**src/rtl/master_wr_back_drain_pkg.sv**
```systemverilog
// ---------------------------------------------------------------------------
// master_wr_back_pkg
// Shared definitions for the write-response back-path drain: packed word
// field positions, BRESP codes and the word parity helper.
// Packed word layout (19 bits):
//   [18:11] BID, [10:3] BUSER, [2:1] BRESP, [0] even parity over [18:1]
// ---------------------------------------------------------------------------
package master_wr_back_pkg;

  localparam int WB_WORD_WIDTH = 19;
  localparam int WB_ID_LSB     = 11;
  localparam int WB_USER_LSB   = 3;
  localparam int WB_RESP_LSB   = 1;
  localparam int WB_PAR_BIT    = 0;

  typedef enum logic [1:0] {
    RESP_OKAY   = 2'b00,
    RESP_EXOKAY = 2'b01,
    RESP_SLVERR = 2'b10,
    RESP_DECERR = 2'b11
  } bresp_e;

  // The parity bit makes the XOR of the whole word zero, so a word is good
  // exactly when the reduction XOR over all 19 bits is 0.
  function automatic logic wbParityOk(input logic [WB_WORD_WIDTH-1:0] word);
    return ~(^word);
  endfunction

endpackage

```
**src/rtl/master_wr_back_drain_if.sv**
```systemverilog
// ---------------------------------------------------------------------------
// master_wr_back_drain_if
// Bundles the back-FIFO read port and the AXI4 B channel seen by the drain.
//   fifo_rd_en    : pop request to the FIFO (driven by the drain)
//   fifo_rd_data  : packed response word, valid the cycle after fifo_rd_en
//   fifo_rd_empty : FIFO empty flag
//   b_id/b_user/b_resp/b_valid : B channel towards the master
//   b_ready       : master accepts the response
// Modports: master = drain side, slave = FIFO/master environment side.
// ---------------------------------------------------------------------------
interface master_wr_back_drain_if
  import master_wr_back_pkg::*;
#(
  parameter int ID_WIDTH   = 8,
  parameter int USER_WIDTH = 8
);

  logic                     fifo_rd_en;
  logic [WB_WORD_WIDTH-1:0] fifo_rd_data;
  logic                     fifo_rd_empty;
  logic [ID_WIDTH-1:0]      b_id;
  logic [USER_WIDTH-1:0]    b_user;
  logic [1:0]               b_resp;
  logic                     b_valid;
  logic                     b_ready;

  modport master (
    output fifo_rd_en, b_id, b_user, b_resp, b_valid,
    input  fifo_rd_data, fifo_rd_empty, b_ready
  );

  modport slave (
    input  fifo_rd_en, b_id, b_user, b_resp, b_valid,
    output fifo_rd_data, fifo_rd_empty, b_ready
  );

endinterface

```
**src/rtl/master_wr_back_drain_skid2.sv**
```systemverilog
// ---------------------------------------------------------------------------
// master_wr_back_skid2
// Generic 2-entry FIFO-ordered buffer. Entry 0 is always the head.
//   clk, rst     : clock, synchronous active-high reset
//   push_i       : write push_data_i into the tail this cycle
//   push_data_i  : data to store
//   pop_i        : remove the head this cycle (ignored while empty)
//   head_o       : current head entry
//   occ_o        : number of stored entries, 0..2
// Push and pop may happen in the same cycle. The caller guarantees no push
// while full without a simultaneous pop.
// ---------------------------------------------------------------------------
module master_wr_back_skid2 #(
  parameter int WIDTH = 18
) (
  input  logic             clk,
  input  logic             rst,
  input  logic             push_i,
  input  logic [WIDTH-1:0] push_data_i,
  input  logic             pop_i,
  output logic [WIDTH-1:0] head_o,
  output logic [1:0]       occ_o
);

  logic [WIDTH-1:0] entry0_q, entry0_d;
  logic [WIDTH-1:0] entry1_q, entry1_d;
  logic [1:0]       occ_q, occ_d;
  logic             pop;
  logic             writeSecond;

  assign pop    = pop_i && (occ_q != 2'd0);
  assign head_o = entry0_q;
  assign occ_o  = occ_q;

  // The tail slot for a push is the occupancy left after this cycle's pop:
  // slot 1 when one entry survives, slot 0 otherwise.
  assign writeSecond = ((occ_q == 2'd1) && !pop) || (occ_q == 2'd2);

  always_comb begin
    entry0_d = entry0_q;
    entry1_d = entry1_q;
    occ_d    = occ_q;
    if (pop && (occ_q == 2'd2)) begin
      entry0_d = entry1_q;
    end
    if (push_i) begin
      if (writeSecond) begin
        entry1_d = push_data_i;
      end else begin
        entry0_d = push_data_i;
      end
    end
    case ({push_i, pop})
      2'b10:   occ_d = occ_q + 2'd1;
      2'b01:   occ_d = occ_q - 2'd1;
      default: occ_d = occ_q;
    endcase
  end

  always_ff @(posedge clk) begin
    if (rst) begin
      entry0_q <= '0;
      entry1_q <= '0;
      occ_q    <= 2'd0;
    end else begin
      entry0_q <= entry0_d;
      entry1_q <= entry1_d;
      occ_q    <= occ_d;
    end
  end

endmodule

```
**src/rtl/master_wr_back_drain.sv**
```systemverilog
// ---------------------------------------------------------------------------
// master_wr_back_drain
// Read-side consumer of the write-response back FIFO. Pops packed words,
// checks parity (forcing SLVERR on failure) and presents them as an AXI4
// B channel through a 2-entry buffer, one response per cycle at full rate.
//   clk, rst     : FIFO read clock, synchronous active-high reset
//   bus          : FIFO read port + B channel (master modport)
//   resp_cnt     : completed B handshakes, wraps
//   par_err_cnt  : parity failures, saturates at all-ones
//   par_err      : one-cycle pulse per parity failure
// ---------------------------------------------------------------------------
module master_wr_back_drain
  import master_wr_back_pkg::*;
#(
  parameter int ID_WIDTH   = 8,
  parameter int USER_WIDTH = 8,
  parameter int CNT_WIDTH  = 16
) (
  input  logic                 clk,
  input  logic                 rst,
  master_wr_back_drain_if.master bus,
  output logic [CNT_WIDTH-1:0] resp_cnt,
  output logic [CNT_WIDTH-1:0] par_err_cnt,
  output logic                 par_err
);

  localparam int ENTRY_W = ID_WIDTH + USER_WIDTH + 2;

  logic                 pend_q, pend_d;
  logic                 parErr_q, parErr_d;
  logic [CNT_WIDTH-1:0] respCnt_q, respCnt_d;
  logic [CNT_WIDTH-1:0] parErrCnt_q, parErrCnt_d;
  logic [1:0]           occ;
  logic [ENTRY_W-1:0]   head;
  logic [ENTRY_W-1:0]   captEntry;
  logic [1:0]           captResp;
  logic [2:0]           credit;
  logic                 handshake;
  logic                 parityOk;
  logic                 captErr;

  assign bus.b_valid = (occ != 2'd0);
  assign handshake   = bus.b_valid & bus.b_ready;

  // Free slots counting the word already in flight; a handshake this cycle
  // frees the head in time for a word requested now. occ + pend never
  // exceeds 2, so this never goes negative.
  assign credit = 3'd2 - {1'b0, occ} - {2'b00, pend_q} + {2'b00, handshake};

  assign bus.fifo_rd_en = !rst && !bus.fifo_rd_empty && (credit != 3'd0);

  // Captured word: a parity failure replaces BRESP with SLVERR, ID and USER
  // pass through untouched.
  assign parityOk  = wbParityOk(bus.fifo_rd_data);
  assign captResp  = parityOk ? bus.fifo_rd_data[WB_RESP_LSB +: 2] : RESP_SLVERR;
  assign captEntry = {bus.fifo_rd_data[WB_ID_LSB +: ID_WIDTH],
                      bus.fifo_rd_data[WB_USER_LSB +: USER_WIDTH],
                      captResp};
  assign captErr   = pend_q && !parityOk;

  master_wr_back_skid2 #(
    .WIDTH(ENTRY_W)
  ) u_skid (
    .clk         (clk),
    .rst         (rst),
    .push_i      (pend_q),
    .push_data_i (captEntry),
    .pop_i       (handshake),
    .head_o      (head),
    .occ_o       (occ)
  );

  assign bus.b_id    = head[ENTRY_W-1 -: ID_WIDTH];
  assign bus.b_user  = head[2 +: USER_WIDTH];
  assign bus.b_resp  = head[1:0];
  assign resp_cnt    = respCnt_q;
  assign par_err_cnt = parErrCnt_q;
  assign par_err     = parErr_q;

  // Next state for the in-flight flag, error pulse and statistics counters.
  always_comb begin
    pend_d      = bus.fifo_rd_en;
    parErr_d    = captErr;
    respCnt_d   = respCnt_q;
    parErrCnt_d = parErrCnt_q;
    if (handshake) begin
      respCnt_d = respCnt_q + 1'b1;
    end
    if (captErr && (parErrCnt_q != {CNT_WIDTH{1'b1}})) begin
      parErrCnt_d = parErrCnt_q + 1'b1;
    end
  end

  always_ff @(posedge clk) begin
    if (rst) begin
      pend_q      <= 1'b0;
      parErr_q    <= 1'b0;
      respCnt_q   <= '0;
      parErrCnt_q <= '0;
    end else begin
      pend_q      <= pend_d;
      parErr_q    <= parErr_d;
      respCnt_q   <= respCnt_d;
      parErrCnt_q <= parErrCnt_d;
    end
  end

  occPendBound: assert property (@(posedge clk) disable iff (rst)
    (({1'b0, occ} + {2'b00, pend_q}) <= 3'd2));

  noReadWhenEmpty: assert property (@(posedge clk)
    (bus.fifo_rd_en |-> !bus.fifo_rd_empty));

endmodule

```
**src/flat_wrapper.sv**
```systemverilog
// flat-port wrapper written by rule: the top's interface ports become plain ports
module master_wr_back_drain_flat import master_wr_back_pkg::*;
#(
  parameter int ID_WIDTH   = 8,
  parameter int USER_WIDTH = 8,
  parameter int CNT_WIDTH  = 16
)
  (clk, rst, resp_cnt, par_err_cnt, par_err, bus_fifo_rd_en, bus_b_id, bus_b_user, bus_b_resp, bus_b_valid, bus_fifo_rd_data, bus_fifo_rd_empty, bus_b_ready);
  master_wr_back_drain_if #(.ID_WIDTH(ID_WIDTH), .USER_WIDTH(USER_WIDTH)) bus_i ();
  input  logic clk;
  input  logic rst;
  output logic [CNT_WIDTH-1:0] resp_cnt;
  output logic [CNT_WIDTH-1:0] par_err_cnt;
  output logic par_err;
  output wire logic [$bits(bus_i.fifo_rd_en)-1:0] bus_fifo_rd_en;
  output wire logic [$bits(bus_i.b_id)-1:0] bus_b_id;
  output wire logic [$bits(bus_i.b_user)-1:0] bus_b_user;
  output wire logic [$bits(bus_i.b_resp)-1:0] bus_b_resp;
  output wire logic [$bits(bus_i.b_valid)-1:0] bus_b_valid;
  input wire logic [$bits(bus_i.fifo_rd_data)-1:0] bus_fifo_rd_data;
  input wire logic [$bits(bus_i.fifo_rd_empty)-1:0] bus_fifo_rd_empty;
  input wire logic [$bits(bus_i.b_ready)-1:0] bus_b_ready;
  assign bus_fifo_rd_en = bus_i.fifo_rd_en;
  assign bus_b_id = bus_i.b_id;
  assign bus_b_user = bus_i.b_user;
  assign bus_b_resp = bus_i.b_resp;
  assign bus_b_valid = bus_i.b_valid;
  assign bus_i.fifo_rd_data = bus_fifo_rd_data;
  assign bus_i.fifo_rd_empty = bus_fifo_rd_empty;
  assign bus_i.b_ready = bus_b_ready;
  master_wr_back_drain #(.ID_WIDTH(ID_WIDTH), .USER_WIDTH(USER_WIDTH), .CNT_WIDTH(CNT_WIDTH)) u_core (.clk(clk), .rst(rst), .bus(bus_i), .resp_cnt(resp_cnt), .par_err_cnt(par_err_cnt), .par_err(par_err));
endmodule
```
**config.mk**
```make
export PLATFORM = sky130hd
export DESIGN_NAME = master_wr_back_drain_flat
export DESIGN_NICKNAME = d
export VERILOG_FILES = /design/src/rtl/master_wr_back_drain_pkg.sv /design/src/rtl/master_wr_back_drain_if.sv /design/src/rtl/master_wr_back_drain_skid2.sv /design/src/rtl/master_wr_back_drain.sv /design/src/flat_wrapper.sv
export SDC_FILE = /design/constraint.sdc
export NUM_CORES = 1
export LEC_CHECK = 0
export ABC_AREA = 1
export BUFFER_PORTS_ARGS = -buffer_cell sky130_fd_sc_hd__buf_2
export CAP_MARGIN = 20
export CORE_MARGIN = 2
export CORE_UTILIZATION = 59
export DETAILED_ROUTE_END_ITERATION = 6
export PLACE_DENSITY_LB_ADDON = 0.2
export SKIP_LAST_GASP = 1
export SYNTH_ARGS = -nofsm -noshare
export SYNTH_HDL_FRONTEND = slang
export SYNTH_SLANG_ARGS = --single-unit
```
**constraint.sdc**
```tcl
create_clock -name clk -period 3.3 [get_ports clk]
set_input_delay 0.165 -clock clk [delete_from_list [all_inputs] [get_ports clk]]
set_output_delay 0.165 -clock clk [all_outputs]
set_load 0.02 [all_outputs]
```
==> impl_metrics.tcl, run 1 <==
set metrics [dict create \
    outcome "finished clean" \
    number_of_flops_mapped_to_enable_cells_by_yosys 0 \
    largest_cells_by_area_after_synthesis "sky130_fd_sc_hd__dfxtp_1 (38%), sky130_fd_sc_hd__nand2_1 (12%), sky130_fd_sc_hd__inv_1 (4.7%), sky130_fd_sc_hd__nor2_1 (4.6%), sky130_fd_sc_hd__a21oi_1 (4.5%)" \
    worst-slew-pin-transition_ns 0.961 \
    syn_to_final_growth_pct 17.7 \
    post_synth_instance_area_sq_um 3810 \
    finish.net_count 631 \
    globalplace.congestion 0.775 \
    avgSynthCellArea_sq_um 7.19 \
    rsz_0062_raised_after_global_routing "false" \
    die_width_microns 84.4 \
    period_needed_ns 2.62 \
    antenna_cells_inserted 0 \
    syn-instance-count 530 \
    fin_hold_ws_ns 0.0981 \
    criticalPathCategory "flip-flop to output port" \
    cp_slowest_stage_delay_ns 0.42 \
    crit_fanout 4 \
    top_cell_type_s_share_of_synthesized_area 0.378 \
    final_hold_viols 0 \
    totalWireLength_mm 8.82 \
    worst_setup_path_start_kind "flip-flop" \
    r2r_cells 8 \
    synth-seq-cells 72 \
    pre_cts_setup_slack_ns 0.890 \
    layout_commonest_cell "sky130_fd_sc_hd__nand2_1" \
    floorplan.initialDensity 0.603 \
    initial_antenna_violation_count 0 \
    grt.overflow.total 0 \
    multi_input_area_sq_um 2050 \
    finish.instance_area_sq_um 4480 \
    seq_area_frac_synth 0.378 \
    residual_drc 0 \
    fillers 506 \
    crit_chain "inv_1 -> ha_1 -> nor2_4 -> inv_2 -> fa_1 -> ha_1 -> nand2_1 -> nor2_1 -> nor3_1 -> buf_2" \
    crit_path_frequent_cell "sky130_fd_sc_hd__ha_1" \
    global_route_wire_length_before_repair_mm 15.1 \
    ys_warn_count 0 \
    clk_pin_slew_worst_paths_ns 0.07 \
    detailedRoute.firstIterationViolations 203 \
    fp.dieH_microns 84.4 \
    rrSetupSlack_ns 0.81 \
    worst_hold_path_type "input pin to flip-flop" \
    maxClockFrequency_mhz 381 \
    tritoncts_clock_tree "built" \
    worstPathArrival_ns 2.46 \
    ant_nets 0 \
    timing_max_transition_violations_final 0 \
    numClockSinks 72 \
    origin_of_the_critical_flop_to_flop_path "u_core.u_skid.occ_o[0]" \
    min_to "u_core.u_skid.entry1_q[15]" \
    critical_path.reg2reg.endpoint "u_core.u_skid.head_o[15]" \
    clockPowerShare 0.308 \
    clock_latency_ns 0.35 \
    place_area_sq_um 4220 \
    category_of_the_worst_setup_path_capture_point "output port" \
    cp_slowest_cell "sky130_fd_sc_hd__fa_1" \
    synthArstFlopShare 0 \
    pin_count_of_the_biggest_net_entering_global_routing 38 \
    via_per_inst 5.41 \
    synth_flop_cell "sky130_fd_sc_hd__dfxtp_1" \
    die_area_sq_um 7120 \
    layout_setup_ws_ns 0.675 \
    total_nets_after_synthesis 561 \
    hpwlAfterDp_mm 6.05 \
    worst_ir_drop_vdd_v 0.000460 \
    p_sw_frac 0.354 \
    share_comb_of_total_power 0.306 \
    timing.slew.headroom 0.359 \
    hold_path_depth 3 \
    clockBufferDepth 2 \
    grt_pass1_vias 3481 \
    finalCritPeriodShare 0.795 \
    grt_util_all_layers 0.257 \
    cts_buffers 9 \
    worst_hold_startpoint "bus_fifo_rd_data[16]" \
    vias 3689 \
    power.static_leakage_nw 2.13 \
    finalClockSkew_ns 0.00736 \
    cts-root-buf "sky130_fd_sc_hd__clkbuf_8" \
    postCtsSetupBuffers 0 \
    p_int_mw 1.83 \
    post_synth_num_cell_types 38 \
    worst_ep_required_time_ns 3.13 \
    max-cap-violations 0 \
    port_buffers 75 \
    post_dr_wirelength_cell_microns 12.9 \
    design.portCount 76 \
    detailedRoute.firstPassIterationCount 5 \
    tns_ns 0 \
    power.density_nw_per_um2 632 \
    core_area_sq_um 6310 \
    power.sequential.fraction 0.385 \
    final-setup-viol-count 0 \
    layout.area.seq_sq_um 1440 \
    core.rowCount 29 \
    synthDominantAreaCellType "sky130_fd_sc_hd__dfxtp_1" \
    cts.htree.levels 3 \
    switching_power_mw 1.00 \
    drive_above_1_share 0.236 \
    layout_common_cells "sky130_fd_sc_hd__nand2_1 (125), sky130_fd_sc_hd__buf_2 (75), sky130_fd_sc_hd__dfxtp_1 (72)" \
]
[cells in the mapped netlist (2+ instances only)]
| cell | number |
|---|---|
| sky130_fd_sc_hd__a21oi_1 | 34 |
| sky130_fd_sc_hd__a21oi_2 | 8 |
| sky130_fd_sc_hd__a311oi_1 | 8 |
| sky130_fd_sc_hd__a31oi_1 | 8 |
| sky130_fd_sc_hd__buf_2 | 2 |
| sky130_fd_sc_hd__clkbuf_1 | 19 |
| sky130_fd_sc_hd__dfxtp_1 | 72 |
| sky130_fd_sc_hd__ha_1 | 7 |
| sky130_fd_sc_hd__inv_1 | 48 |
| sky130_fd_sc_hd__inv_2 | 7 |
| sky130_fd_sc_hd__nand2_1 | 125 |
| sky130_fd_sc_hd__nand2_2 | 14 |
| sky130_fd_sc_hd__nand3_1 | 27 |
| sky130_fd_sc_hd__nand4_1 | 15 |
| sky130_fd_sc_hd__nand4_2 | 2 |
| sky130_fd_sc_hd__nor2_1 | 47 |
| sky130_fd_sc_hd__nor2_2 | 5 |
| sky130_fd_sc_hd__nor2_4 | 3 |
| sky130_fd_sc_hd__nor3_1 | 9 |
| sky130_fd_sc_hd__o21ai_0 | 33 |
| sky130_fd_sc_hd__xnor2_1 | 9 |
| sky130_fd_sc_hd__xor2_1 | 12 |
[per-layer routing]
layer | global-route usage | wire length [microns] | share of wire | vias up
met4 | 0.110 | 151 | 0.017 | 0
li1 | - | - | - | 1874
met5 | 0 | 0 | 0 | -
met1 | 0.329 | 4040 | 0.46 | 1701
met3 | 0.0433 | 484 | 0.055 | 14
met2 | 0.429 | 4140 | 0.47 | 100
[what timing repair did]
action	in CTS	in global routing
endpoints found under the hold margin	1	0
resized for setup	0	0
hold buffers	1	0
[worst max path at each step]
stage | start | end | slack (ns) | cells after the start
2_1_floorplan | u_core.u_skid.occ_o[0] | bus_fifo_rd_en | 1.0 | 9
3_3_place_gp | u_core.u_skid.occ_o[0] | u_core.u_skid.head_o[12] | 1.01 | 8
3_5_place_dp | u_core.u_skid.occ_o[0] | u_core.u_skid.head_o[15] | 0.89 | 8
4_1_cts | u_core.u_skid.occ_o[0] | bus_fifo_rd_en | 0.68 | 10
5_1_grt | u_core.u_skid.occ_o[0] | u_core.u_skid.head_o[15] | 0.50 | 8
6_report | u_core.u_skid.occ_o[0] | bus_fifo_rd_en | 0.68 | 10
[power groups by stage]
stage	Clock, mW	Sequential, mW	Combinational [mW]
CTS	0.882	1.09	0.870
global placement	0	1.11	0.833
floorplan	0	1.20	0.535
global route	0.916	1.11	0.970
finish	0.874	1.09	0.869
detailed placement	0	1.11	0.857
[stage by stage]
stage	total power, mW	utilization	cells
after floorplan	1.73	-	530
final	2.84	0.710	682
after detailed placement	1.97	0.668	665
after global placement	1.94	0.668	665
after CTS	2.84	0.710	682
after global routing	2.99	0.710	682
[cells by family (layout without fill, tap and decap cells)]
kind of cell,Yosys count,in the layout,share of synthesized area
simple gates,257,257,0.319
compound gates,93,93,0.141
buf+inv,78,153,0.0824
flops,72,72,0.378
xor+xnor,21,21,0.0483
fa+ha+maj,8,8,0.0282
mux,1,1,0.00296
[layout make-up]
class,instances,area share
multi-input cells,380,0.458
flip-flops and latches,72,0.322
repair buffers,82,0.0960
inverters,55,0.0461
clock buffers,11,0.0338
clock inverters,5,0.0229
well taps,77,0.0215
[state kept, by name, summed over array words and instances, names as in the netlist]
| name | flops |
|---|---|
| u_core.pend_q | 1 |
| u_core.par_err | 1 |
| u_core.resp_cnt | 16 |
| u_core.u_skid.occ_o | 2 |
| u_core.par_err_cnt | 16 |
| u_core.u_skid.head_o | 18 |
| u_core.u_skid.entry1_q | 18 |
[critical path: cells and delay by family (launching register included)]
family / cells / cell delay, ns
buf+inv: 3 / 0.35
fa+ha+maj: 3 / 0.95
flops: 1 / 0.41
simple gates: 4 / 0.41
Power figures use the tool's default switching activity.
==> run 2: changes to the inputs <==
CORE_UTILIZATION = 50   (was 59)
clock period = 2.4 ns   (was 3.3 ns; I/O delays follow)
==> run 2 against run 1 <==
Against the previous run:
- count of clock-buffer cells in the layout increased by 1
- clock skew about the same
- critical path depth unchanged
- worst hold slack lost 0.041 ns
- final cell count rose by 4.1%
- flip-flop and latch count unchanged
- register-to-register slack lost 0.49 ns
- die area grew 17%
- combinational power up 48%
- sequential share of layout area down 0.11 points
- non-clock buffer count increased by 6
- setup slack worse by 0.55 ns
- largest power group unchanged
==> impl_metrics.tcl, run 2 (synthesized netlist as in run 1, its figures left out) <==
set metrics [dict create \
    residual_drc 0 \
    totalWireLength_mm 8.81 \
    maxClockFrequency_mhz 439 \
    power.static_leakage_nw 2.12 \
    worst_ep_required_time_ns 2.28 \
    timing.slew.headroom 0.523 \
    timing_max_transition_violations_final 0 \
    fp.dieH_microns 91.3 \
    criticalPathCategory "flip-flop to output port" \
    hpwlAfterDp_mm 6.11 \
    globalplace.congestion 0.824 \
    grt_pass1_vias 3125 \
    cp_slowest_stage_delay_ns 0.38 \
    via_per_inst 5.08 \
    worst_hold_path_type "input pin to flip-flop" \
    crit_chain "inv_1 -> ha_2 -> nor2_4 -> inv_2 -> fa_2 -> ha_4 -> nand2_1 -> nor2_2 -> nor3_2 -> buf_4" \
    place_area_sq_um 4280 \
    origin_of_the_critical_flop_to_flop_path "u_core.u_skid.occ_o[0]" \
    cts.htree.levels 3 \
    worstSetupStartpoint "u_core.u_skid.occ_o[0]" \
    detailedRoute.firstIterationViolations 126 \
    worst-slew-pin-transition_ns 0.713 \
    core.rowCount 31 \
    fillers 690 \
    share_comb_of_total_power 0.348 \
    endpoint "bus_fifo_rd_en" \
    switching_power_mw 1.39 \
    max-cap-violations 0 \
    outcome "finished clean" \
    cts-root-buf "sky130_fd_sc_hd__clkbuf_8" \
    design.portCount 76 \
    layout.area.seq_sq_um 1450 \
    finish.net_count 637 \
    initial_antenna_violation_count 0 \
    pin_count_of_the_biggest_net_entering_global_routing 37 \
    core_area_sq_um 7330 \
    cts_buffers 9 \
    antenna_cells_inserted 0 \
    critical_path.reg2reg.endpoint "u_core.u_skid.entry1_q[13]" \
    vias 3604 \
    worst_ir_drop_vdd_v 0.000380 \
    finalCritPeriodShare 0.949 \
    finalClockSkew_ns 0.00698 \
    port_buffers 75 \
    global_route_wire_length_before_repair_mm 14.5 \
    tritoncts_clock_tree "built" \
    layout_commonest_cell "sky130_fd_sc_hd__nand2_1" \
    clk_pin_slew_worst_paths_ns 0.07 \
    tns_ns 0 \
    floorplan.initialDensity 0.520 \
    worstPathArrival_ns 2.16 \
    crit_fanout 3 \
    p_int_mw 2.31 \
    rrSetupSlack_ns 0.32 \
    clockBufferDepth 2 \
    layout_common_cells "sky130_fd_sc_hd__nand2_1 (125), sky130_fd_sc_hd__buf_2 (74), sky130_fd_sc_hd__dfxtp_1 (70)" \
    die_width_microns 91.3 \
    die_area_sq_um 8330 \
    clockPowerShare 0.248 \
    period_needed_ns 2.28 \
    post_dr_wirelength_cell_microns 12.4 \
    numClockSinks 72 \
    clock_latency_ns 0.34 \
    power.sequential.fraction 0.405 \
    r2r_cells 9 \
    worst_setup_path_start_kind "flip-flop" \
    power.density_nw_per_um2 820 \
    finish.instance_area_sq_um 4510 \
    cp_slowest_cell "sky130_fd_sc_hd__fa_2" \
    grt.overflow.total 0 \
    p_sw_frac 0.375 \
    detailedRoute.firstPassIterationCount 4 \
    rsz_0062_raised_after_global_routing "false" \
    ant_nets 0 \
    final-setup-viol-count 0 \
    drive_above_1_share 0.250 \
    category_of_the_worst_setup_path_capture_point "output port" \
    final_hold_viols 0 \
    grt_util_all_layers 0.212 \
    syn_to_final_growth_pct 18.5 \
    multi_input_area_sq_um 2080 \
]
-- run 2: cell count changes in the layout (fill, tap and decap cells not counted), moves of 2 or more --
cell	previous run	this run
sky130_fd_sc_hd__bufinv_16	3	1
sky130_fd_sc_hd__dfxtp_1	72	70
sky130_fd_sc_hd__clkbuf_1	0	3
sky130_fd_sc_hd__clkinv_2	1	3
sky130_fd_sc_hd__buf_4	6	13
sky130_fd_sc_hd__clkbuf_8	11	9
sky130_fd_sc_hd__ha_1	7	5
-- run 2: critical path: cells and delay by family (launching register included) --
| family | cells | cell delay [ns] |
|---|---|---|
| adders and majority gates | 3 | 0.85 |
| and+or+nand+nor | 4 | 0.33 |
| buffers and inverters | 3 | 0.29 |
| DFF | 1 | 0.35 |
-- run 2: what timing repair did --
item | in CTS | in global routing
endpoints found under the setup margin | 1 | 1
hold endpoints to repair | 1 | 0
cloned | 0 | 0
setup buffers | 2 | 0
gates resized for setup | 7 | 2
pin swaps | 2 | 2
hold buffers | 1 | 0
-- run 2: power groups by stage --
stage / clock network, mW / registers, mW / logic (mW)
after floorplan: 0 / 1.65 / 0.735
after global placement: 0 / 1.52 / 1.18
after detailed placement: 0 / 1.53 / 1.21
after CTS: 0.936 / 1.50 / 1.28
after global routing: 0.994 / 1.52 / 1.43
final: 0.916 / 1.50 / 1.29
-- run 2: worst min path at each step --
stage	cells past startpoint	start	endpoint	slack [ns]
after global placement	2	bus_fifo_rd_empty	u_core.pend_q	0.32
final	3	bus_fifo_rd_data[18]	u_core.u_skid.entry1_q[17]	0.06
after floorplan	1	bus_fifo_rd_empty	u_core.pend_q	0.20
after detailed placement	2	bus_fifo_rd_empty	u_core.pend_q	0.32
after CTS	3	bus_fifo_rd_data[18]	u_core.u_skid.entry1_q[17]	0.05
after global routing	3	bus_fifo_rd_data[11]	u_core.u_skid.entry1_q[10]	0.06
-- run 2: layout make-up --
class,instances,area share
clock buffer,12,0.0299
clock inverter,4,0.00998
inverter,55,0.0457
multi-input combinational,380,0.461
timing repair buffer,88,0.106
sequential,72,0.320
tap,99,0.0274
-- run 2: metal layers --
metal,track usage,vias to the layer above,wire (microns)
li1,-,1884,-
met1,0.290,1634,4230
met2,0.333,78,4050
met3,0.0415,8,427
met4,0.0758,0,98
met5,0,-,0
-- run 2: stage by stage --
step | total power [mW] | std cells | hold slack [ns] | setup slack (ns) | util
2_1_floorplan | 2.38 | 530 | 0.199 | 0.141 | -
3_3_place_gp | 2.70 | 691 | 0.322 | 0.210 | 0.583
3_5_place_dp | 2.74 | 691 | 0.319 | 0.195 | 0.583
4_1_cts | 3.71 | 710 | 0.0486 | 0.0177 | 0.615
5_1_grt | 3.94 | 710 | 0.0566 | 0.0153 | 0.616
6_report | 3.70 | 710 | 0.0570 | 0.122 | 0.616
